### src/rtl/seq_detector_fsm.sv
// Moore detector for the serial pattern 1011; detector pulses one cycle after the last bit.
// Define SEQ_DET_COUNT_EN to add the saturating match_count output.
module seq_detector_fsm #(
    parameter int OVERLAP = 1,
    parameter int CNT_W   = 8
) (
    input  logic             clk,
    input  logic             rstn,
    input  logic             seq,
`ifdef SEQ_DET_COUNT_EN
    output logic [CNT_W-1:0] match_count,
`endif
    output logic             detector
);

    typedef enum logic [2:0] {
        IDLE  = 3'd0,
        S1    = 3'd1,
        S10   = 3'd2,
        S101  = 3'd3,
        S1011 = 3'd4
    } state_e;

    state_e state_q, state_d;

    // Elaboration-time sanity checks on the configuration.
    if (CNT_W < 1) begin : g_bad_cnt_w
        $error("seq_detector_fsm: CNT_W must be >= 1");
    end
    if (OVERLAP != 0 && OVERLAP != 1) begin : g_bad_overlap
        $error("seq_detector_fsm: OVERLAP must be 0 or 1");
    end

    always_ff @(posedge clk or negedge rstn) begin
        if (!rstn) state_q <= IDLE;
        else       state_q <= state_d;
    end

    always_comb begin
        state_d = IDLE;
        unique case (state_q)
            IDLE:  state_d = seq ? S1    : IDLE;
            S1:    state_d = seq ? S1    : S10;
            S10:   state_d = seq ? S101  : IDLE;
            S101:  state_d = seq ? S1011 : S10;
            // Without overlap a trailing 0 cannot reuse the match's final 1.
            S1011: state_d = seq ? S1 : ((OVERLAP != 0) ? S10 : IDLE);
            default: state_d = IDLE;
        endcase
    end

    assign detector = (state_q == S1011);

`ifdef SEQ_DET_COUNT_EN
    logic [CNT_W-1:0] cnt_q, cnt_d;

    // S1011 never self-loops, so next-state S1011 marks exactly one entry.
    always_comb begin
        cnt_d = cnt_q;
        if (state_d == S1011 && cnt_q != {CNT_W{1'b1}})
            cnt_d = cnt_q + 1'b1;
    end

    always_ff @(posedge clk or negedge rstn) begin
        if (!rstn) cnt_q <= '0;
        else       cnt_q <= cnt_d;
    end

    assign match_count = cnt_q;
`endif

endmodule

### config.mk
export PLATFORM = sky130hd
export DESIGN_NAME = seq_detector_fsm
export DESIGN_NICKNAME = d
export VERILOG_FILES = /design/src/rtl/seq_detector_fsm.sv
export SDC_FILE = /design/constraint.sdc
export NUM_CORES = 1
export LEC_CHECK = 0
export ABC_AREA = 1
export CAP_MARGIN = 20
export CORE_AREA = 4 4 41 43
export DETAILED_ROUTE_END_ITERATION = 16
export DIE_AREA = 0 0 45 47
export GPL_ROUTABILITY_DRIVEN = 0
export PLACE_DENSITY_LB_ADDON = 0.12
export SLEW_MARGIN = 20
export SYNTH_ARGS = -nofsm -noshare
export SYNTH_HDL_FRONTEND = slang
export SYNTH_SLANG_ARGS = --single-unit
### constraint.sdc
create_clock -name clk -period 0.8 [get_ports clk]
set_input_delay 0.2 -clock clk [delete_from_list [all_inputs] [get_ports clk]]
set_output_delay 0.2 -clock clk [all_outputs]
set_load 0.01 [all_outputs]
Word level (Yosys, flattened, before mapping)
Cells that the tools add are included.
W data, S select, Z words.
{ "word_totals": {"rom_bits": 0, "word_cells": 12, "output_inout_bits": 1, "ramBits": 0, "mem_count": 0, "latchBits": 0, "register_bits": 3} }
{ "classes": {"n_addsub": 0, "n_mux": 5, "bitwise": 0, "n_reduce_logical": 2, "div": 0, "eq_ne": 4, "mul": 0, "n_lt_le_gt_ge": 0, "shift": 0} }
{ "op_table": {"columns": ["operator", "n"], "rows": [
  ["$pmux W3 S4", 1],
  ["$eq A3 B2 Y1 const B", 2],
  ["$mux W2", 2],
  ["$eq A3 B1 Y1 const B", 1],
  ["$eq A3 B3 Y1 const B", 1],
  ["$logic_not A3 Y1", 1],
  ["$mux W3", 1],
  ["$reduce_or A2 Y1", 1],
  ["$mux W1", 1]
]} }

Logic depth before layout (Yosys ltp)
Gate-level depths: netlist (run 1).
{ "depth": {"ltp_word": 3, "ltp_mapped": 4, "depth_no_buf": 4} }

Least setup slack after synthesis (run 1)
Ideal clock, no wire load.
{ "synth_path": {"kind": "reg2out", "startpoint": "register state_q[1]", "endpoint": "output detector", "arrival_ns": 0.699, "path_stages_with_launch": 2, "setup_slack_ns": -0.099, "required_ns": 0.600, "n_path_buf": 0, "path_cell_list": "dfrtp_1 > nor3_1"} }
{ "synth_between": {"elab_chain_len": 1} }
{ "synth_rtl": {"columns": ["item", "line_no", "text"], "rows": [
  ["start, declared", "24", "state_e state_q, state_d;"],
  ["start signal, assigned", "36", "else state_q <= state_d;"],
  ["$eq A3 B3 Y1", "52", "assign detector = (state_q == S1011);"],
  ["end, declared", "13", "output logic detector"]
]} }
No other way between the ends.

Worst setup path in the final report (run 1)
{ "layout_path": {"startpoint": "register state_q[2]", "endpoint": "output detector"} }
Same word-level chain as after synthesis.

==> results of run 1 <==
## through the flow
step	setup TNS (ns)	hold slack (ns)	setup slack [ns]	cell area (um^2)	std cells
floorplan	-0.01286	-0.09559	-0.01286	145.1	18
global placement	-1.088	0.3960	-0.5098	224.0	40
detailed placement	-1.191	0.3959	-0.5324	224.0	40
CTS	-0.8485	0.1450	-0.3604	286.5	46
global route	-0.9732	0.1512	-0.3864	286.5	46
finish	-0.7924	0.1515	-0.3358	286.5	46
## metal layers
layer  vias up  wire, um  GRT usage, %  part of all wire, %
met5         -         0             0                    0
met4         0         0         7.018                    0
met3         0        29         1.149                  7.6
met2         7       231         8.757                   61
met1        76       119         3.440                   31
li1         80         -             -                    -
## worst min-delay path by stage
stage / to / slack (ns)
after floorplan: state_q[0] / -0.1
after global placement: state_q[0] / 0.40
after detailed placement: state_q[2] / 0.40
after CTS: state_q[2] / 0.14
after global routing: state_q[2] / 0.15
final: state_q[1] / 0.15
## area by class of cell
| cell class | instances | area share [%] |
|---|---|---|
| Clock buffer | 4 | 9.170 |
| Sequential cell | 3 | 26.20 |
| Tap cell | 15 | 6.550 |
| Multi-Input combinational cell | 14 | 31.00 |
| Timing Repair Buffer | 9 | 25.76 |
| Inverter | 1 | 1.310 |
## cells in the final DEF (no fill, tap or decap), drive strengths merged
cell	Yosys	routed
inv	1	1
clkdlybuf4s50	0	2
dfrtp	3	3
nand2	6	6
nor3	1	1
clkbuf	0	4
buf	0	7
nor2	6	6
o21ai	1	1
## timing repair
action                                  CTS  global route
gates resized for setup                  13             0
pin swaps                                 4             2
buffers inserted                          3             1
endpoints found under the setup margin    3             4
## critical path: stages, from the launching register on
cell     delay, ns
dfrtp_1       0.35
inv_2         0.05
nor3_4        0.16
buf_2         0.15
## power groups by stage
stage                     Sequential, mW  Clock (mW)  Combinational, mW
final                              0.208       0.260              0.228
after global routing               0.213       0.286              0.252
after CTS                          0.208       0.278              0.231
after detailed placement           0.211           0              0.157
after global placement             0.214           0              0.155
after floorplan                    0.217           0             0.0621
## kinds of logic (layout without fill, tap and decap cells)
group | Yosys count | in the layout | synth area share (%)
simple gates | 13 | 13 | 37.38
flops | 3 | 3 | 56.07
compound gates | 1 | 1 | 3.735
buf+inv | 1 | 14 | 2.801
==> flow_metrics.py, run 1 <==
metrics = {
    "timing": {
        "rsz0062_at_grt": "true",
        "drv_slew": 0,
        "tightest_slew_ns": 0.1378,
        "worst_slack_ns": -0.3358,
        "finalClockSkew_ns": 0.003258,
        "max_freq_mhz": 880.5,
        "setup_violations": 4,
        "hold_violations": 0,
        "fin_crit_ns": 1.136,
        "slew_headroom_pct": 90.79,
        "min_period_over_period_pct": 142.0,
    },
    "synth": {
        "yosys.area.top_type": "dfrtp_1",
        "avgSynthCellArea_um2": 7.438,
        "yosys_warnings": 0,
        "ys_seq_elements": 3,
        "synth.area.top_cells": "dfrtp_1 56%, nand2_1 17%, nor2_1 17%",
        "yosysSeqAreaShare_pct": 56.07,
        "synth_common_cells": "6 x nand2_1, 6 x nor2_1, 3 x dfrtp_1",
        "synthesis.nets": 21,
        "ys_types": 6,
        "synth-main-ff-cell": "dfrtp_1",
        "synthCells": 18,
        "synth_area_um2": 133.9,
        "yosysTopAreaCellShare_pct": 56.07,
        "async_flop_share_pct": 100.0,
        "synth_edf_count": 0,
    },
    "setup_path": {
        "required_ns": 0.60,
        "r2r_end": "state_q[1]",
        "start_kind": "flop",
        "r2r-start": "state_q[0]",
        "worst-endpoint-arrival_ns": 0.94,
        "cp-endpoint": "detector",
        "reg2reg_slack_ns": -0.21,
        "ff2ff_path_depth": 6,
        "worstSetupPathType": "reg -> out",
        "cp-startpoint": "state_q[2]",
        "end_kind": "output pin",
        "path_max_fanout": 2,
    },
    "die": {
        "rows": 13,
        "core_area_mm2": 0.001301,
        "die_x_um": 45,
        "start_util_pct": 10.29,
        "dieArea_mm2": 0.002115,
        "die_y_um": 47,
        "pin_count": 4,
    },
    "routing": {
        "vias": 163,
        "drc": 0,
        "post_drt_wl_per_cell_um": 8.261,
        "vias_per_cell": 3.543,
        "drt_iter0_markers": 2,
        "antenna_left": 0,
        "drt-pass1-iter-count": 4,
        "wirelength_um": 380,
    },
    "global_routing": {
        "grt_pass1_wl_um": 648,
        "antenna_found_initial": 0,
        "gr-total-overflow": 0,
        "grt_use_total_pct": 4.834,
        "grt_max_degree": 5,
        "grt_pass1_vias": 175,
    },
    "place": {
        "dp_hpwl_um": 283.1,
        "numPortBuffers": 3,
    },
    "clock_tree": {
        "cts_buffers": 3,
        "cts_root_buf": "clkbuf_4",
        "cts_buffer_depth": 2,
        "clkSlewWorstSetupHoldPaths_ns": 0.04,
        "holdBufCountCts": 0,
        "clock-sinks": 3,
        "clock_latency_ns": 0.23,
        "cts_tree": "yes",
        "h-tree-depth": 1,
    },
    "worst_hold_path": {
        "worstHoldPathType": "in -> async",
    },
    "layout": {
        "multi_input_area_um2": 88.84,
        "reg_top3": "state_q: 3 flops",
        "register_area_um2": 75.07,
        "syn_to_final_growth_pct": 114.0,
        "diodes": 0,
        "post-route-util_pct": 22.02,
        "drive_gt1_share_pct": 54.84,
        "largest-register": "state_q",
        "nFillCells": 157,
        "largest_register_ff_count": 3,
        "final_nets": 35,
    },
    "pwr": {
        "switching_power_mw": 0.2113,
        "switching_share_pct": 30.34,
        "ir_drop_mv": 0.7531,
        "p_clk_share_pct": 37.4,
        "leakage_nw": 0.1358,
        "p_total_mw": 0.6964,
        "internal-power_mw": 0.4852,
        "pwr-share-comb_pct": 32.8,
        "seq_power_share_pct": 29.9,
        "powerDensity_mw_per_mm2": 2431,
    },
    "status": {
        "violations": "setup timing",
        "outcome": "finished with violations",
    },
    "flow_run": {
        "maxCapViolations": 0,
    },
}
No activity file was read; power rests on OpenSTA's default activity.
==> run 2: changes to the inputs <==
- ABC_AREA: 1 -> unset
==> flow_metrics.py, run 2 <==
metrics = {
    "status": {
        "outcome": "finished with violations",
        "violations": "setup timing",
    },
    "setup_path": {
        "required_ns": 0.91,
        "start_kind": "flop",
        "worstSetupPathType": "reg -> reg",
        "cp_cell_sequence": "buf_4 -> nor3b_1 -> or3_1",
        "end_kind": "flop",
        "worst-endpoint-arrival_ns": 1.25,
        "critPathSlowestCell": "dfrtp_1",
        "cp_slowest_stage_delay_ns": 0.38,
        "path_max_fanout": 6,
    },
    "clock_tree": {
        "holdBufCountCts": 0,
        "clock-sinks": 3,
        "h-tree-depth": 1,
        "cts_buffers": 3,
        "cts_buffer_depth": 2,
        "cts_setup_buffers": 0,
        "clkSlewWorstSetupHoldPaths_ns": 0.04,
        "cts_tree": "yes",
        "cts_root_buf": "clkbuf_4",
        "clock_latency_ns": 0.23,
    },
    "layout": {
        "syn_to_final_growth_pct": 78.07,
        "diodes": 0,
        "drive_gt1_share_pct": 47.83,
        "final_cell_mix": "3 x clkbuf_4, 3 x buf_4, 3 x dfrtp_1",
        "largest-register": "state_q",
        "largest_register_ff_count": 3,
        "reg_top3": "state_q: 3 flops",
        "fin_cells": 38,
        "final_nets": 27,
    },
    "timing": {
        "setup_violations": 4,
        "slew_headroom_pct": 85.67,
        "rsz0062_at_grt": "true",
        "tns_ns": -0.8022,
        "fin_crit_ns": 1.145,
        "worst_slack_ns": -0.3445,
        "drv_slew": 0,
        "finalClockSkew_ns": 0.002316,
        "hold_violations": 0,
        "min_period_over_period_pct": 143.1,
        "fin_hold_ws_ns": 0.1499,
        "tightest_slew_ns": 0.2120,
        "max_freq_mhz": 873.7,
    },
    "pwr": {
        "p_total_mw": 0.5223,
        "powerDensity_mw_per_mm2": 2056,
        "ir_drop_mv": 1.165,
        "leakage_nw": 0.1133,
    },
    "synth": {
        "synth_area_um2": 142.6,
        "yosysSeqAreaShare_pct": 52.63,
        "synth-main-ff-cell": "dfrtp_1",
        "synth_edf_count": 0,
        "synthCells": 12,
        "synth_most_common_cell": "dfrtp_1",
        "async_flop_share_pct": 100.0,
        "ys_seq_elements": 3,
        "yosys_warnings": 0,
        "avgSynthCellArea_um2": 11.89,
        "synth.area.top_cells": "dfrtp_1 53%, nor3b_1 11%, and4b_2 7.9%",
        "synthesis.nets": 15,
        "yosys.area.top_type": "dfrtp_1",
        "ys_types": 9,
        "yosysTopAreaCellShare_pct": 52.63,
        "synth_common_cells": "3 x dfrtp_1, 2 x nor3b_1",
    },
    "die": {
        "pin_count": 4,
        "dieArea_mm2": 0.002115,
        "start_util_pct": 10.96,
        "core_area_mm2": 0.001301,
        "die_x_um": 45,
        "die_y_um": 47,
        "rows": 13,
    },
    "routing": {
        "vias_per_cell": 3.579,
        "wirelength_um": 374,
        "vias": 136,
        "drc": 0,
        "post_drt_wl_per_cell_um": 9.842,
        "drt-pass1-iter-count": 1,
        "drt_iter0_markers": 0,
        "antenna_left": 0,
    },
    "global_routing": {
        "grt_pass1_vias": 151,
        "grt_max_degree": 7,
        "antenna_found_initial": 0,
        "gr-total-overflow": 0,
        "grt_pass1_wl_um": 669,
        "grt_use_total_pct": 5.142,
    },
    "place": {
        "dp_hpwl_um": 276.5,
        "numPortBuffers": 3,
        "dp.cells": 34,
    },
    "worst_hold_path": {
        "worstHoldPathType": "in -> async",
    },
    "flow_run": {
        "maxCapViolations": 0,
    },
}
run 2: cell types whose count changed in the layout (fill, tap and decap cells not counted), sizes merged, moves of 2 or more:
cell / previous run / this run
nor2: 6 / 1
buf: 7 / 5
nand2: 6 / 0
nor3b: 0 / 2
run 2: area by class of cell:
type | instances | area (um^2)
Clock buffer | 4 | 26.28
Fill cell | 159 | 1047
Multi-Input combinational cell | 9 | 76.32
Sequential cell | 3 | 75.07
Tap cell | 15 | 18.77
Timing Repair Buffer | 7 | 57.56
run 2: through the flow:
stage / setup WS, ns / util [%] / cell area, um^2
after floorplan: -0.2209 / - / 142.6
final: -0.3445 / 19.52 / 254.0
after CTS: -0.3512 / 18.94 / 246.5
after global placement: -0.5516 / 17.02 / 221.5
after global routing: -0.3794 / 19.52 / 254.0
after detailed placement: -0.5462 / 17.02 / 221.5
run 2: logic make-up (layout without fill, tap and decap cells):
logic type / Yosys count / in the layout / synth area share (%)
AOI/OAI and AO/OA: 2 / 2 / 8.771
buffers and inverters: 0 / 11 / 0
DFF: 3 / 3 / 52.63
and+or+nand+nor: 7 / 7 / 38.59
run 2: worst max-delay path, delay by kind of cell (launching register included):
family                 cells  cell delay [ns]
flip-flops                 1             0.38
buffers and inverters      1             0.16
AND/OR/NAND/NOR            2             0.49
run 2: layer usage:
metal | GRT usage, % | routed length (um)
met5 | 0 | 0
met1 | 4.338 | 139
met2 | 7.062 | 189
met3 | 4.598 | 46
met4 | 5.263 | 0
run 2: power by group:
group	switching, mW	internal [mW]	total [mW]	leakage (nW)
clock	0.0790	0.187	0.266	0.0150
combinational	0.0345	0.0478	0.0823	0.0597
sequential	0.00853	0.166	0.174	0.0385
total	0.122	0.400	0.522	0.113
run 2: repair_timing:
action	CTS	global route
gates resized for setup	7	2
setup endpoints to repair	4	4
endpoints found under the hold margin	0	0
pin swaps	2	0
run 2: worst paths after layout:
| check | endpoint | cells past startpoint | start | slack (ns) |
|---|---|---|---|---|
| max in group asynchronous | state_q[1] | 1 | rstn | 0.51 |
| setup / recovery | state_q[1] | 3 | state_q[0] | -0.34 |
| hold / removal | state_q[2] | 1 | rstn | 0.15 |
| hold reg to reg | state_q[0] | 3 | state_q[2] | 0.73 |
| setup reg to reg | state_q[1] | 3 | state_q[0] | -0.34 |
| min in group clk | state_q[0] | 3 | seq | 0.50 |
==> run 3: changes to the inputs <==
- CAP_MARGIN: 20 -> 25
- TNS_END_PERCENT: unset -> 10
==> flow_metrics.py, run 3 (same netlist as run 2, synthesis figures left out) <==
metrics = {
    "status": {
        "outcome": "finished with violations",
        "violations": "setup timing",
    },
    "pwr": {
        "p_clk_share_pct": 50.0,
        "switching_share_pct": 23.24,
        "leakage_nw": 0.1148,
        "seq_power_share_pct": 33.6,
        "powerDensity_mw_per_mm2": 2022,
        "pwr-share-comb_pct": 16.4,
        "ir_drop_mv": 0.5403,
        "p_total_mw": 0.5263,
        "internal-power_mw": 0.4039,
        "switching_power_mw": 0.1223,
    },
    "routing": {
        "drt_iter0_markers": 1,
        "post_drt_wl_per_cell_um": 9.500,
        "drc": 0,
        "vias_per_cell": 3.711,
        "wirelength_um": 361,
        "drt-pass1-iter-count": 3,
        "antenna_left": 0,
        "vias": 141,
    },
    "setup_path": {
        "start_kind": "flop",
        "crit_buf_inv": 1,
        "critPathSlowestCell": "dfrtp_1",
        "end_kind": "flop",
        "path_max_fanout": 6,
        "cp_slowest_stage_delay_ns": 0.38,
        "worstSetupPathType": "reg -> reg",
        "required_ns": 0.90,
        "crit_family": "simple AND/OR/NAND/NOR gates",
        "reg2reg_slack_ns": -0.35,
        "worst-endpoint-arrival_ns": 1.25,
        "cp_cell_sequence": "buf_6 -> nor4b_1 -> or3_1",
    },
    "layout": {
        "largest-register": "state_q",
        "reg_top3": "state_q: 3 flops",
        "drive_gt1_share_pct": 52.17,
        "final_nets": 27,
        "syn_to_final_growth_pct": 82.46,
        "diodes": 0,
        "final_cell_mix": "3 x clkbuf_4, 3 x dfrtp_1, 2 x buf_4, 2 x buf_6",
        "post-route-util_pct": 20.00,
        "largest_register_ff_count": 3,
        "fin_area_um2": 260.3,
        "fin_cells": 38,
    },
    "timing": {
        "fin_crit_ns": 1.148,
        "max_freq_mhz": 870.9,
        "slew_headroom_pct": 86.03,
        "finalClockSkew_ns": 0.003542,
        "setup_violations": 4,
        "drv_slew": 0,
        "worst_slack_ns": -0.3483,
        "tightest_slew_ns": 0.2066,
        "hold_violations": 0,
        "tns_ns": -0.8265,
        "min_period_over_period_pct": 143.5,
        "rsz0062_at_grt": "true",
    },
    "clock_tree": {
        "clock_latency_ns": 0.23,
        "cts_tree": "yes",
        "cts_buffers": 3,
        "clock-sinks": 3,
        "holdBufCountCts": 0,
        "cts_root_buf": "clkbuf_4",
        "h-tree-depth": 1,
        "clkSlewWorstSetupHoldPaths_ns": 0.04,
        "cts_buffer_depth": 2,
    },
    "die": {
        "core_area_mm2": 0.001301,
        "rows": 13,
        "start_util_pct": 10.96,
        "die_x_um": 45,
        "pin_count": 4,
        "dieArea_mm2": 0.002115,
        "die_y_um": 47,
    },
    "global_routing": {
        "gr-total-overflow": 0,
        "grt_pass1_vias": 171,
        "grt_pass1_wl_um": 752,
        "grt_max_degree": 7,
        "grt_use_total_pct": 6.087,
        "antenna_found_initial": 0,
    },
    "place": {
        "numPortBuffers": 3,
        "place_area_um2": 221.5,
        "dp_hpwl_um": 259.5,
        "dp.cells": 34,
    },
    "worst_hold_path": {
        "worstHoldPathType": "in -> async",
    },
    "flow_run": {
        "maxCapViolations": 0,
    },
}
-- run 3: path summary, 6_finish.rpt --
path	from	to	cells after the start
max	state_q[2]	state_q[1]	3
max reg2reg	state_q[2]	state_q[1]	3
min	rstn	state_q[2]	1
max in group asynchronous	rstn	state_q[1]	1
min reg2reg	state_q[2]	state_q[0]	3
min in group clk	seq	state_q[0]	3
-- run 3: area by class of cell --
cell class	instances	area (um^2)
Sequential cell	3	75.07
Multi-Input combinational cell	9	78.83
Clock buffer	4	26.28
Tap cell	15	18.77
Fill cell	150	1041
Timing Repair Buffer	7	61.31
-- run 3: repair_timing --
item / CTS / global route
setup endpoints to repair: 4 / 4
buffers inserted: 0 / 0
resized for setup: 8 / 3
pin swaps: 2 / 2
-- run 3: power groups by stage --
stage | registers, mW | logic (mW) | clock network (mW)
floorplan | 0.180 | 0.0246 | 0
global placement | 0.174 | 0.0793 | 0
detailed placement | 0.175 | 0.0786 | 0
CTS | 0.176 | 0.0787 | 0.274
global route | 0.178 | 0.0976 | 0.299
finish | 0.177 | 0.0863 | 0.263
-- run 3: metal layers --
metal	GRT usage (%)	up-vias	share of wire, %
met5	0	-	0
met4	10.53	0	11
met3	3.448	4	2.8
met2	7.345	6	44
met1	5.467	62	43
li1	-	69	-
-- run 3: through the flow --
stage          setup slack, ns  hold WS, ns
4_1_cts                -0.3668       0.1431
3_5_place_dp           -0.5619       0.3905
6_report               -0.3483       0.1458
3_3_place_gp           -0.5438       0.3945
5_1_grt                -0.3961       0.1338
2_1_floorplan          -0.2209     -0.09559
